File: src/rtl/ps2_key_decoder.sv
// PS/2 keyboard receiver: sync + glitch filter, 11-bit deframer, E0/F0 prefix handling.
// Latency: key_en/frame_err one cycle after the stop-bit fall event (plus sync/filter delay).
// No backpressure: key_en is a one-cycle strobe; optional macro KEY_REPEAT_FILTER_EN drops typematic repeats.
module ps2_key_decoder #(
  parameter int FILTER_LEN     = 8,
  parameter int TIMEOUT_CYCLES = 50000
) (
  input  logic       iVGA_CLK,
  input  logic       iRST_n,
  input  logic       ps2_clk,
  input  logic       ps2_data,
  output logic [7:0] key_code,
  output logic       key_en,
  output logic       key_ext,
  output logic       frame_err
);

  localparam int FW = $clog2(FILTER_LEN + 1);
  localparam int TW = $clog2(TIMEOUT_CYCLES + 1);

  typedef enum logic [1:0] {IDLE, DATA, PARITY, STOP} state_t;

  state_t        state, state_nx;
  logic          clk_s1, clk_s2, dat_s1, dat_s2;
  logic          filt_clk;
  logic [FW-1:0] filt_cnt;
  logic          fall;
  logic [TW-1:0] tmo_cnt;
  logic          tmo_hit;
  logic [2:0]    bit_cnt, bit_nx;
  logic [7:0]    shift, shift_nx;
  logic          par_ok, par_nx;
  logic          ext_flag, ext_nx, brk_flag, brk_nx;
  logic [7:0]    code_nx;
  logic          key_ext_nx, en_nx, ferr_nx;
`ifdef KEY_REPEAT_FILTER_EN
  logic          held_vld, held_vld_nx, held_ext, held_ext_nx;
  logic [7:0]    held_code, held_code_nx;
  logic          held_match;
`endif

  // A fall event is the cycle in which the filtered clock flips from 1 to 0.
  assign fall    = filt_clk & ~clk_s2 & (filt_cnt == FW'(FILTER_LEN - 1));
  assign tmo_hit = (state != IDLE) && !fall && (tmo_cnt == TW'(TIMEOUT_CYCLES - 1));

  // Two-flop synchronisers; lines idle high.
  always_ff @(posedge iVGA_CLK or negedge iRST_n) begin
    if (!iRST_n) begin
      clk_s1 <= 1'b1; clk_s2 <= 1'b1;
      dat_s1 <= 1'b1; dat_s2 <= 1'b1;
    end else begin
      clk_s1 <= ps2_clk;  clk_s2 <= clk_s1;
      dat_s1 <= ps2_data; dat_s2 <= dat_s1;
    end
  end

  // Glitch filter: the clock must differ for FILTER_LEN consecutive samples to flip.
  always_ff @(posedge iVGA_CLK or negedge iRST_n) begin
    if (!iRST_n) begin
      filt_clk <= 1'b1;
      filt_cnt <= '0;
    end else if (clk_s2 == filt_clk) begin
      filt_cnt <= '0;
    end else if (filt_cnt == FW'(FILTER_LEN - 1)) begin
      filt_clk <= clk_s2;
      filt_cnt <= '0;
    end else begin
      filt_cnt <= filt_cnt + 1'b1;
    end
  end

  // Inactivity counter inside a frame; restarted by every fall event.
  always_ff @(posedge iVGA_CLK or negedge iRST_n) begin
    if (!iRST_n)                              tmo_cnt <= '0;
    else if (state == IDLE || fall || tmo_hit) tmo_cnt <= '0;
    else                                      tmo_cnt <= tmo_cnt + 1'b1;
  end

  // State, frame datapath, prefix flags and registered outputs.
  always_ff @(posedge iVGA_CLK or negedge iRST_n) begin
    if (!iRST_n) begin
      state     <= IDLE;
      bit_cnt   <= '0;
      shift     <= '0;
      par_ok    <= 1'b0;
      ext_flag  <= 1'b0;
      brk_flag  <= 1'b0;
      key_code  <= 8'h00;
      key_ext   <= 1'b0;
      key_en    <= 1'b0;
      frame_err <= 1'b0;
`ifdef KEY_REPEAT_FILTER_EN
      held_vld  <= 1'b0;
      held_ext  <= 1'b0;
      held_code <= 8'h00;
`endif
    end else begin
      state     <= state_nx;
      bit_cnt   <= bit_nx;
      shift     <= shift_nx;
      par_ok    <= par_nx;
      ext_flag  <= ext_nx;
      brk_flag  <= brk_nx;
      key_code  <= code_nx;
      key_ext   <= key_ext_nx;
      key_en    <= en_nx;
      frame_err <= ferr_nx;
`ifdef KEY_REPEAT_FILTER_EN
      held_vld  <= held_vld_nx;
      held_ext  <= held_ext_nx;
      held_code <= held_code_nx;
`endif
    end
  end

  // Next-state: deframe on fall events, classify the byte in STOP.
  always_comb begin
    state_nx   = state;
    bit_nx     = bit_cnt;
    shift_nx   = shift;
    par_nx     = par_ok;
    ext_nx     = ext_flag;
    brk_nx     = brk_flag;
    code_nx    = key_code;
    key_ext_nx = key_ext;
    en_nx      = 1'b0;
    ferr_nx    = 1'b0;
`ifdef KEY_REPEAT_FILTER_EN
    held_vld_nx  = held_vld;
    held_ext_nx  = held_ext;
    held_code_nx = held_code;
    held_match   = held_vld && (held_ext == ext_flag) && (held_code == shift);
`endif
    if (tmo_hit) begin
      state_nx = IDLE;
      ferr_nx  = 1'b1;
      ext_nx   = 1'b0;
      brk_nx   = 1'b0;
    end else if (fall) begin
      case (state)
        IDLE: begin
          if (!dat_s2) begin
            state_nx = DATA;
            bit_nx   = 3'd0;
          end
        end
        DATA: begin
          shift_nx = {dat_s2, shift[7:1]};
          bit_nx   = bit_cnt + 3'd1;
          if (bit_cnt == 3'd7) state_nx = PARITY;
        end
        PARITY: begin
          par_nx   = ^{shift, dat_s2};
          state_nx = STOP;
        end
        default: begin
          state_nx = IDLE;
          if (dat_s2 && par_ok) begin
            if (shift == 8'hE0) begin
              ext_nx = 1'b1;
            end else if (shift == 8'hF0) begin
              brk_nx = 1'b1;
            end else begin
              ext_nx = 1'b0;
              brk_nx = 1'b0;
`ifdef KEY_REPEAT_FILTER_EN
              if (brk_flag) begin
                if (held_match) held_vld_nx = 1'b0;
              end else if (!held_match) begin
                en_nx        = 1'b1;
                code_nx      = shift;
                key_ext_nx   = ext_flag;
                held_vld_nx  = 1'b1;
                held_ext_nx  = ext_flag;
                held_code_nx = shift;
              end
`else
              if (!brk_flag) begin
                en_nx      = 1'b1;
                code_nx    = shift;
                key_ext_nx = ext_flag;
              end
`endif
            end
          end else begin
            ferr_nx = 1'b1;
            ext_nx  = 1'b0;
            brk_nx  = 1'b0;
          end
        end
      endcase
    end
  end

endmodule

File: config.mk
export PLATFORM = sky130hd
export DESIGN_NAME = ps2_key_decoder
export DESIGN_NICKNAME = d
export VERILOG_FILES = /design/src/rtl/ps2_key_decoder.sv
export SDC_FILE = /design/constraint.sdc
export NUM_CORES = 1
export LEC_CHECK = 0
export ABC_CLOCK_PERIOD_IN_PS = 3240
export CAP_MARGIN = 20
export CORE_MARGIN = 4
export CORE_UTILIZATION = 63
export DETAILED_ROUTE_END_ITERATION = 6
export PLACE_DENSITY = 0.9
export SLEW_MARGIN = 40
export SYNTH_ARGS = -nofsm -noshare
export SYNTH_HDL_FRONTEND = slang
export SYNTH_SLANG_ARGS = --single-unit
File: constraint.sdc
create_clock -name iVGA_CLK -period 3.24 [get_ports iVGA_CLK]
set_input_delay 0.81 -clock iVGA_CLK [delete_from_list [all_inputs] [get_ports iVGA_CLK]]
set_output_delay 0.81 -clock iVGA_CLK [all_outputs]
set_load 0.02 [all_outputs]
Word level (Yosys, flattened, before mapping)
Index checks and enable logic that the tools add are counted.

cells by class
  add/sub/neg operators = 3
  equal/unequal tests = 14
  multiplexer cells = 33
  bitwise logic cells = 9
  reductions and logical operators = 20

operators with widths
  cell                     count
  $mux W1                  23
  $add A16 B1 Y16 const B  1
  $eq A16 B16 Y1 const B   1
  $eq A8 B8 Y1 const B     2
  $mux W16                 1
  $reduce_and A3 Y1        5
  $ne A3 B3 Y1 const B     3
  $reduce_xor A9 Y1        1
  $mux W2                  4
  $mux W4                  2
  $not A1 Y1               7
  $reduce_and A7 Y1        1
  $pmux W2 S3              1
  $pmux W3 S2              1
  $reduce_bool A2 Y1       3
  $add A4 B1 Y4 const B    1
  $eq A4 B3 Y1 const B     1
  $ne A4 B4 Y1 const B     1
  $reduce_and A4 Y1        1
  $add A3 B1 Y3 const B    1
  $eq A3 B3 Y1 const B     1
  $logic_and A1 B1 Y1      3
  $mux W3                  1
  $reduce_or A3 Y1         1
  other kinds (10)         12

storage, ports and cells
  register bits after elaboration = 52
  input bits = 4
  output and inout port bits = 11
  logic and storage cells = 96

Longest topological paths before layout
Gate-level depths: netlist (run 1).

  depth in word-level cells = 8
  depth in mapped cells = 7
  depth with buffers taken out = 6

Worst setup path before layout (run 1)
Ideal clock, no wire load.

  path kind = register to register
  start point = reg filt_clk
  end point = reg key_code[0]
  library setup time = 125 ps
  arrival time = 1865 ps
  setup slack = 1250 ps
  stages on the path, launching flop included = 7
  cells stage by stage = dfstp_2 -> ha_1 -> and4b_1 -> nand2_1 -> or4b_1 -> buf_6 -> mux2_4

between the ends
  word-level cells in the longest chain between the ends = 7

RTL lines
  element                           line  RTL
  start: declaration                25    logic filt_clk;
  start signal: assignment          65    filt_clk <= clk_s2;
  $and A1 B1 Y1 (*) (2 in a row)    43    assign fall = filt_clk & ~clk_s2 & (filt_cnt == FW'(FILTER_LEN - 1));
  $logic_not A1 Y1                  44    assign tmo_hit = (state != IDLE) && !fall && (tmo_cnt == TW'(TIMEOUT_CYCLES - 1));
  $logic_and A1 B1 Y1 (2 in a row)  44
  $not A1 Y1 (no line)              n/a
  $reduce_and A7 Y1 (no line) (*)   n/a
  end signal: assignment            104   key_code <= code_nx;
  end: declaration                  12    output logic [7:0] key_code,

Every way passes the cells marked *; elsewhere a longest branch is shown, timed or not.
A chain may end at the register's enable or synchronous reset.

Worst setup path after layout (run 1)
  start point = reg filt_clk
  end point = reg key_code[5]

Same word-level chain as after synthesis.

==> reports/results.tsv, run 1 <==
stage	metric	value	unit
run_status	status	complete, no violations	
timing	drv_slew	0	
critical_path	startpoint_type	flop	
clocking	root_buffer	clkbuf_8	
global_routing	antenna_found_initial	0	
power	p_per_area	462.1	nW/um2
final_layout	fin_cells	275	
clocking	htreeDepth	2	
power	ir_worst_vdd	0.3276	mV
yosys	ys_seq_elements	52	
timing	tightest_slew	567.5	ps
power	p_int	0.0009146	W
final_layout	utilization	0.7303	
drt	wl	4041	um
floorplan	die_area	4919	um2
timing	fmax	389.3	MHz
timing	finalCriticalPeriod	2569	ps
critical_path	critPathBufInv	0	
critical_path	critPathTopFamily	simple AND/OR/NAND/NOR gates	
global_routing	grt_max_degree	48	
final_layout	drive_gt1_frac	0.1454	
timing	finalSetupViolCount	0	
critical_path	reg2reg_from	filt_clk	
timing	fin_skew	8.967	ps
timing	period_share	0.7928	
critical_path	cp_slowest_cell	or4b_1	
clocking	cts_tree	built	
final_layout	final_nets	239	
place	port_buffers	14	
clocking	clk_pin_slew	90	ps
clocking	cts_buffers	5	
drt	dr.pass1.iters	4	
critical_path	critical_path_class	reg -> reg	
critical_path	r2r_setup_slack	670	ps
timing	slew_headroom	0.6217	
critical_path	endpoint_kind	flop	
clocking	cts_buffer_depth	2	
final_layout	num_antenna_cells	0	
clocking	postCtsHoldBufs	0	
drt	avgRoutedWirePerCell	14.69	um
clocking	cts.sinks	52	
global_routing	track_usage	0.1813	
drt	dr.first_iter.drc_count	140	
final_layout	syn2layout_area_growth	10.75	%
floorplan	num_rows	22	
floorplan	start_util	0.6594	
place	globalplace.congestion	0.8107	
power	combPwrFrac	0.130	
timing	rsz0062_at_grt	false	
min_path	hp-class	in -> async	
yosys	synth_area_leader_cell	dfrtp_1	
place	dpl.cell_count	267	
critical_path	cp.required	3430	ps
critical_path	arrival	2760	ps
timing	final-hold-violation-count	0	
drt	drc	0	
clocking	postCtsSetupBuffers	0	
run	drv_cap	0	
drt	ant_nets	0	
yosys	synth_area_per_cell	11.69	um2
drt	via_count	1609	
floorplan	core_area	3689	um2
yosys	synth.area.top_cells	dfrtp_1, mux2_4, dfstp_2	
yosys	synth.yosys.warnings	0	
global_routing	grt_pass1_vias	1578	
final_layout	layout.cells.most_common	dfrtp_1	
yosys	synth_top_cell_area_share	0.4835	
critical_path	crit_path_max_incr_delay	780	ps
yosys	synthCells	208	
global_routing	overflow	0	
drt	viasPerCell	5.851	
yosys	synth_cell_types	38	
critical_path	startpoint	filt_clk	
yosys	syn-cell-area	2432	um2
floorplan	pin_count	15	
power	p_leak	1.286	nW
clocking	insertion_delay	300	ps
power	swShare	0.2652	
critical_path	cp_cell_sequence	ha_1 -> and4b_1 -> nand2_1 -> or4b_1 -> mux2_4	
critical_path	cp_max_fo	13	
floorplan	dieWidth	70.14	um
floorplan	die_h	70.14	um
clocking	cts.repair.resized	0	
power	p_sw	0.0003301	W
timing	fin_tns_setup	0	ps
power	clockPowerShare	0.277	
global_routing	grt_pass1_wl	7231	um
place	dp_hpwl	2872	um
yosys	ys_seq_area_frac	0.5376	
final_layout	layout_common_cells	dfrtp_1, nor2_1, nand2_1, clkdlybuf4s50_1, xnor2_1	
yosys	synth_fp_nets	221	
power	power_frac_seq	0.594	
## routing by layer
| layer | track usage | share of wire |
|---|---|---|
| met1 | 0.2576 | 0.48 |
| met2 | 0.2770 | 0.46 |
| met3 | 0.03885 | 0.042 |
| met4 | 0.06170 | 0.015 |
| met5 | 0 | 0 |
## Yosys cell counts, drive strengths merged
| master | n |
|---|---|
| a211oi | 1 |
| a21oi | 7 |
| a31o | 2 |
| a31oi | 2 |
| a32oi | 2 |
| and2 | 1 |
| and3 | 6 |
| and4 | 1 |
| and4b | 1 |
| buf | 1 |
| clkbuf | 3 |
| dfrtp | 47 |
| dfstp | 5 |
| ha | 9 |
| inv | 6 |
| mux2 | 18 |
| nand2 | 13 |
| nand2b | 1 |
| nand3 | 7 |
| nand4 | 6 |
| nand4b | 1 |
| nor2 | 18 |
| nor2b | 2 |
| nor3 | 8 |
| nor3b | 1 |
| nor4 | 2 |
| nor4b | 1 |
| nor4bb | 2 |
| o21ai | 8 |
| o22ai | 2 |
| o31ai | 1 |
| or3 | 1 |
| or4 | 1 |
| or4b | 1 |
| xnor2 | 11 |
| xnor3 | 1 |
| xor2 | 8 |
## state kept, by name, summed over array words and instances, names as in the netlist
signal,flops
tmo_cnt,16
key_code,8
shift,8
filt_cnt,4
bit_cnt,3
state,2
brk_flag,1
clk_s1,1
clk_s2,1
dat_s1,1
dat_s2,1
ext_flag,1
filt_clk,1
frame_err,1
key_en,1
key_ext,1
par_ok,1
## final timing paths
| kind | to | cells after the start |
|---|---|---|
| hold / removal | key_code[6] | 1 |
| hold reg to reg | dat_s2 | 0 |
| setup reg to reg | key_code[5] | 5 |
| setup / recovery | key_code[5] | 5 |
| min in group iVGA_CLK | dat_s2 | 0 |
| max in group asynchronous | dat_s2 | 2 |
## worst reg2reg max path: stages (launching register included)
cell	delay [ps]
dfstp_2	530
ha_1	130
and4b_1	460
nand2_1	170
or4b_1	780
mux2_4	400
## cells by family after synthesis
logic type | synth area share
fa+ha+maj | 0.04630
mux | 0.09722
simple gates | 0.1610
xor+xnor | 0.07767
buf+inv | 0.01852
compound gates | 0.06173
flops | 0.5376
## metrics by stage
step	area [um2]	setup slack, ps	power [W]	hold slack (ps)
after floorplan	2432	1250	0.0008580	345.2
after global placement	2613	764.8	0.0008996	345.3
after detailed placement	2613	676.1	0.0009101	346.9
after CTS	2694	667.2	0.001255	309.4
after global routing	2694	533.0	0.001327	303.7
final	2694	671.4	0.001245	308.3
## final cells by class
class | instances | area (um2)
Sequential cell | 52 | 1308
Multi-Input combinational cell | 146 | 1080
Fill cell | 261 | 994.7
Timing Repair Buffer | 15 | 142.6
Clock buffer | 7 | 76.32
Tap cell | 48 | 60.06
Inverter | 6 | 22.52
Clock inverter | 1 | 5.005
## power groups by stage
stage / Clock [W] / Sequential [W] / Combinational [W]
after floorplan: 0 / 0.000738 / 0.000120
after global placement: 0 / 0.000746 / 0.000153
after detailed placement: 0 / 0.000750 / 0.000160
after CTS: 0.000354 / 0.000738 / 0.000163
after global routing: 0.000393 / 0.000748 / 0.000186
final: 0.000344 / 0.000739 / 0.000161
Power figures use the tool's default switching activity.
==> run 2: changes to the inputs <==
--- a/config.mk
+++ b/config.mk
@@ -5,12 +5,12 @@
 export SDC_FILE = /design/constraint.sdc
 export NUM_CORES = 1
 export LEC_CHECK = 0
-export ABC_CLOCK_PERIOD_IN_PS = 3240
+export ABC_CLOCK_PERIOD_IN_PS = 2300
 export CAP_MARGIN = 20
 export CORE_MARGIN = 4
-export CORE_UTILIZATION = 63
+export CORE_UTILIZATION = 53
 export DETAILED_ROUTE_END_ITERATION = 6
-export PLACE_DENSITY = 0.9
+export PLACE_DENSITY = 0.81
 export SLEW_MARGIN = 40
 export SYNTH_ARGS = -nofsm -noshare
 export SYNTH_HDL_FRONTEND = slang
==> constraint.sdc (replaced) <==
create_clock -name iVGA_CLK -period 2.3 [get_ports iVGA_CLK]
set_input_delay 0.575 -clock iVGA_CLK [delete_from_list [all_inputs] [get_ports iVGA_CLK]]
set_output_delay 0.575 -clock iVGA_CLK [all_outputs]
set_load 0.02 [all_outputs]
==> reports/results.tsv, run 2 (synthesis results as in run 1) <==
stage	metric	value	unit	change
run_status	status	complete, no violations		
final_layout	fill_cells	358		+37%
final_layout	largestRegisters	tmo_cnt (16), key_code (8), shift (8)		
final_layout	largest_register_ffs	16		unchanged
place	dpl.cell_count	274		+2.6%
clocking	root_buffer	clkbuf_8		
drt	wl_met1	1941	um	-0.56%
power	p_sw	0.0004730	W	+43%
critical_path	cp_slowest_cell	dfstp_2		
drt	ant_nets	0		unchanged
drt	highest_layer	met4		
clocking	cts_buffers	5		unchanged
global_routing	grt_max_degree	27		-44%
drt	dr.first_iter.drc_count	121		-14%
global_routing	overflow	0		unchanged
timing	fin_tns_setup	0	ps	unchanged
power	ir_worst_vdd	0.4260	mV	+30%
clocking	postCtsSetupBuffers	0		unchanged
run	drv_cap	0		unchanged
clocking	cts.sinks	52		unchanged
power	power_frac_seq	0.593		about the same
clocking	cts_tree	built		
timing	final-hold-violation-count	0		unchanged
final_layout	fin_area	2721	um2	+1.0%
timing	period_share	0.8853		+0.09255
power	p_per_area	644.4	nW/um2	+39%
place	dp_slack	271.3	ps	-404.8 ps
place	dp_hpwl	2962	um	+3.1%
global_routing	grt_pass1_wl	7452	um	+3.1%
drt	wl_met3	162	um	-3.6%
timing	timing.final.ws_setup	263.8	ps	-407.7 ps
floorplan	core_area	4384	um2	+19%
timing	slew_headroom	0.6588		+0.03706
power	p_int	0.001281	W	+40%
final_layout	fin_cells	281		+2.2%
final_layout	layout_common_cells	dfrtp_1, nor2_1, nand2_1, clkdlybuf4s50_1, xnor2_1		
power	clockPowerShare	0.280		+0.003
min_path	hp-class	in -> async		
place	globalplace.congestion	0.7892		-2.7%
clocking	postCtsHoldBufs	0		unchanged
critical_path	arrival	2230	ps	-530 ps
critical_path	cp_cell_sequence	ha_1 -> and4b_1 -> nand2_1 -> or4b_1 -> buf_4 -> mux2_4		
clocking	clk_pin_slew	90	ps	about the same
floorplan	dieWidth	75.75	um	+8.0%
drt	avgRoutedWirePerCell	15.01	um	+2.2%
timing	tightest_slew	510.6	ps	-56.83 ps
drt	met2WireLength	2042	um	+9.9%
timing	fin_skew	7.255	ps	-1.712 ps
drt	wl	4218	um	+4.4%
power	p_leak	1.298	nW	+0.95%
floorplan	pin_count	15		unchanged
clocking	cts.repair.resized	0		unchanged
critical_path	critical_path_class	reg -> reg		
clocking	cts_buffer_depth	2		unchanged
floorplan	start_util	0.5548		-0.1046
timing	fmax	491.1	MHz	+26%
final_layout	drive_gt1_frac	0.1616		+0.01620
power	combPwrFrac	0.126		-0.004
final_layout	num_antenna_cells	0		unchanged
drt	viasPerCell	5.722		-2.2%
timing	drv_slew	0		unchanged
critical_path	endpoint_kind	flop		
floorplan	die_area	5737	um2	+17%
place	port_buffers	14		unchanged
drt	via_count	1608		-0.062%
final_layout	final_nets	242		+1.3%
timing	finalSetupViolCount	0		unchanged
floorplan	num_rows	24		+9.1%
final_layout	max_flop_register	tmo_cnt		
drt	drc	0		unchanged
place	dpl-instance-area	2640	um2	+1.1%
global_routing	antenna_found_initial	0		unchanged
critical_path	cp.required	2490	ps	-940 ps
critical_path	startpoint_type	flop		
global_routing	track_usage	0.1731		-0.008147
floorplan	die_h	75.75	um	+8.0%
timing	finalCriticalPeriod	2036	ps	-532.3 ps
clocking	htreeDepth	2		unchanged
final_layout	layout.cells.most_common	dfrtp_1		
power	swShare	0.2697		+0.004467
drt	dr.pass1.iters	4		unchanged
clocking	insertion_delay	300	ps	about the same
final_layout	syn2layout_area_growth	11.88	%	
power	total_power	0.001754	W	+41%
critical_path	cp_max_fo	10		-3
global_routing	grt_pass1_vias	1599		+1.3%
critical_path	crit_path_max_incr_delay	540	ps	-240 ps
timing	rsz0062_at_grt	false		
[run 2: changes by cell type in the layout (fill, tap and decap cells not counted), sizes merged]
| cell | change |
|---|---|
| buf | +3 |
| clkinvlp | +1 |
| clkbuf | -2 |
[run 2: worst paths after layout]
path | to | slack (ps) | from | depth (start not counted)
worst min register to register | dat_s2 | 360 | dat_s1 | 0
worst max-delay path | key_code[5] | 260 | filt_clk | 6
worst max register to register | key_code[5] | 260 | filt_clk | 6
max in group asynchronous | filt_clk | 1730 | iRST_n | 2
min in group iVGA_CLK | dat_s2 | 360 | dat_s1 | 0
worst min-delay path | brk_flag | 260 | iRST_n | 2
[run 2: worst max-delay path, delay by kind of cell, from the launching register on]
kind | cells | cell delay (ps)
flip-flops | 1 | 540
buffers and inverters | 1 | 210
adder cells (fa/ha/maj) | 1 | 130
AND/OR/NAND/NOR | 3 | 750
multiplexers | 1 | 310
[run 2: power by group through the flow]
stage / Clock (W) / Combinational (W) / Sequential [W]
after floorplan: 0 / 0.000169 / 0.00104
after global routing: 0.000552 / 0.000264 / 0.00105
after CTS: 0.000507 / 0.000225 / 0.00104
after global placement: 0 / 0.000216 / 0.00105
final: 0.000492 / 0.000222 / 0.00104
after detailed placement: 0 / 0.000221 / 0.00106
[run 2: cell type report]
cell class	instances	area, um2	share of cell area
Clock inverter	2	12.51	0.004598
Inverter	6	22.52	0.008276
Sequential cell	52	1308	0.4805
Multi-Input combinational cell	146	1080	0.3968
Tap cell	52	65.06	0.02391
Clock buffer	5	68.82	0.02529
Timing Repair Buffer	18	165.2	0.06069
[run 2: through the flow]
step,hold WS [ps],util
after floorplan,279.4,-
after global placement,346.7,0.6022
after detailed placement,348.8,0.6022
after CTS,264.6,0.6207
after global routing,277.9,0.6207
final,262.5,0.6207
[run 2: routing by layer]
metal / track usage / vias up
met2: 0.2728 / 27
met4: 0.05825 / 0
met3: 0.04354 / 7
li1: - / 780
met5: 0 / -
met1: 0.2340 / 794
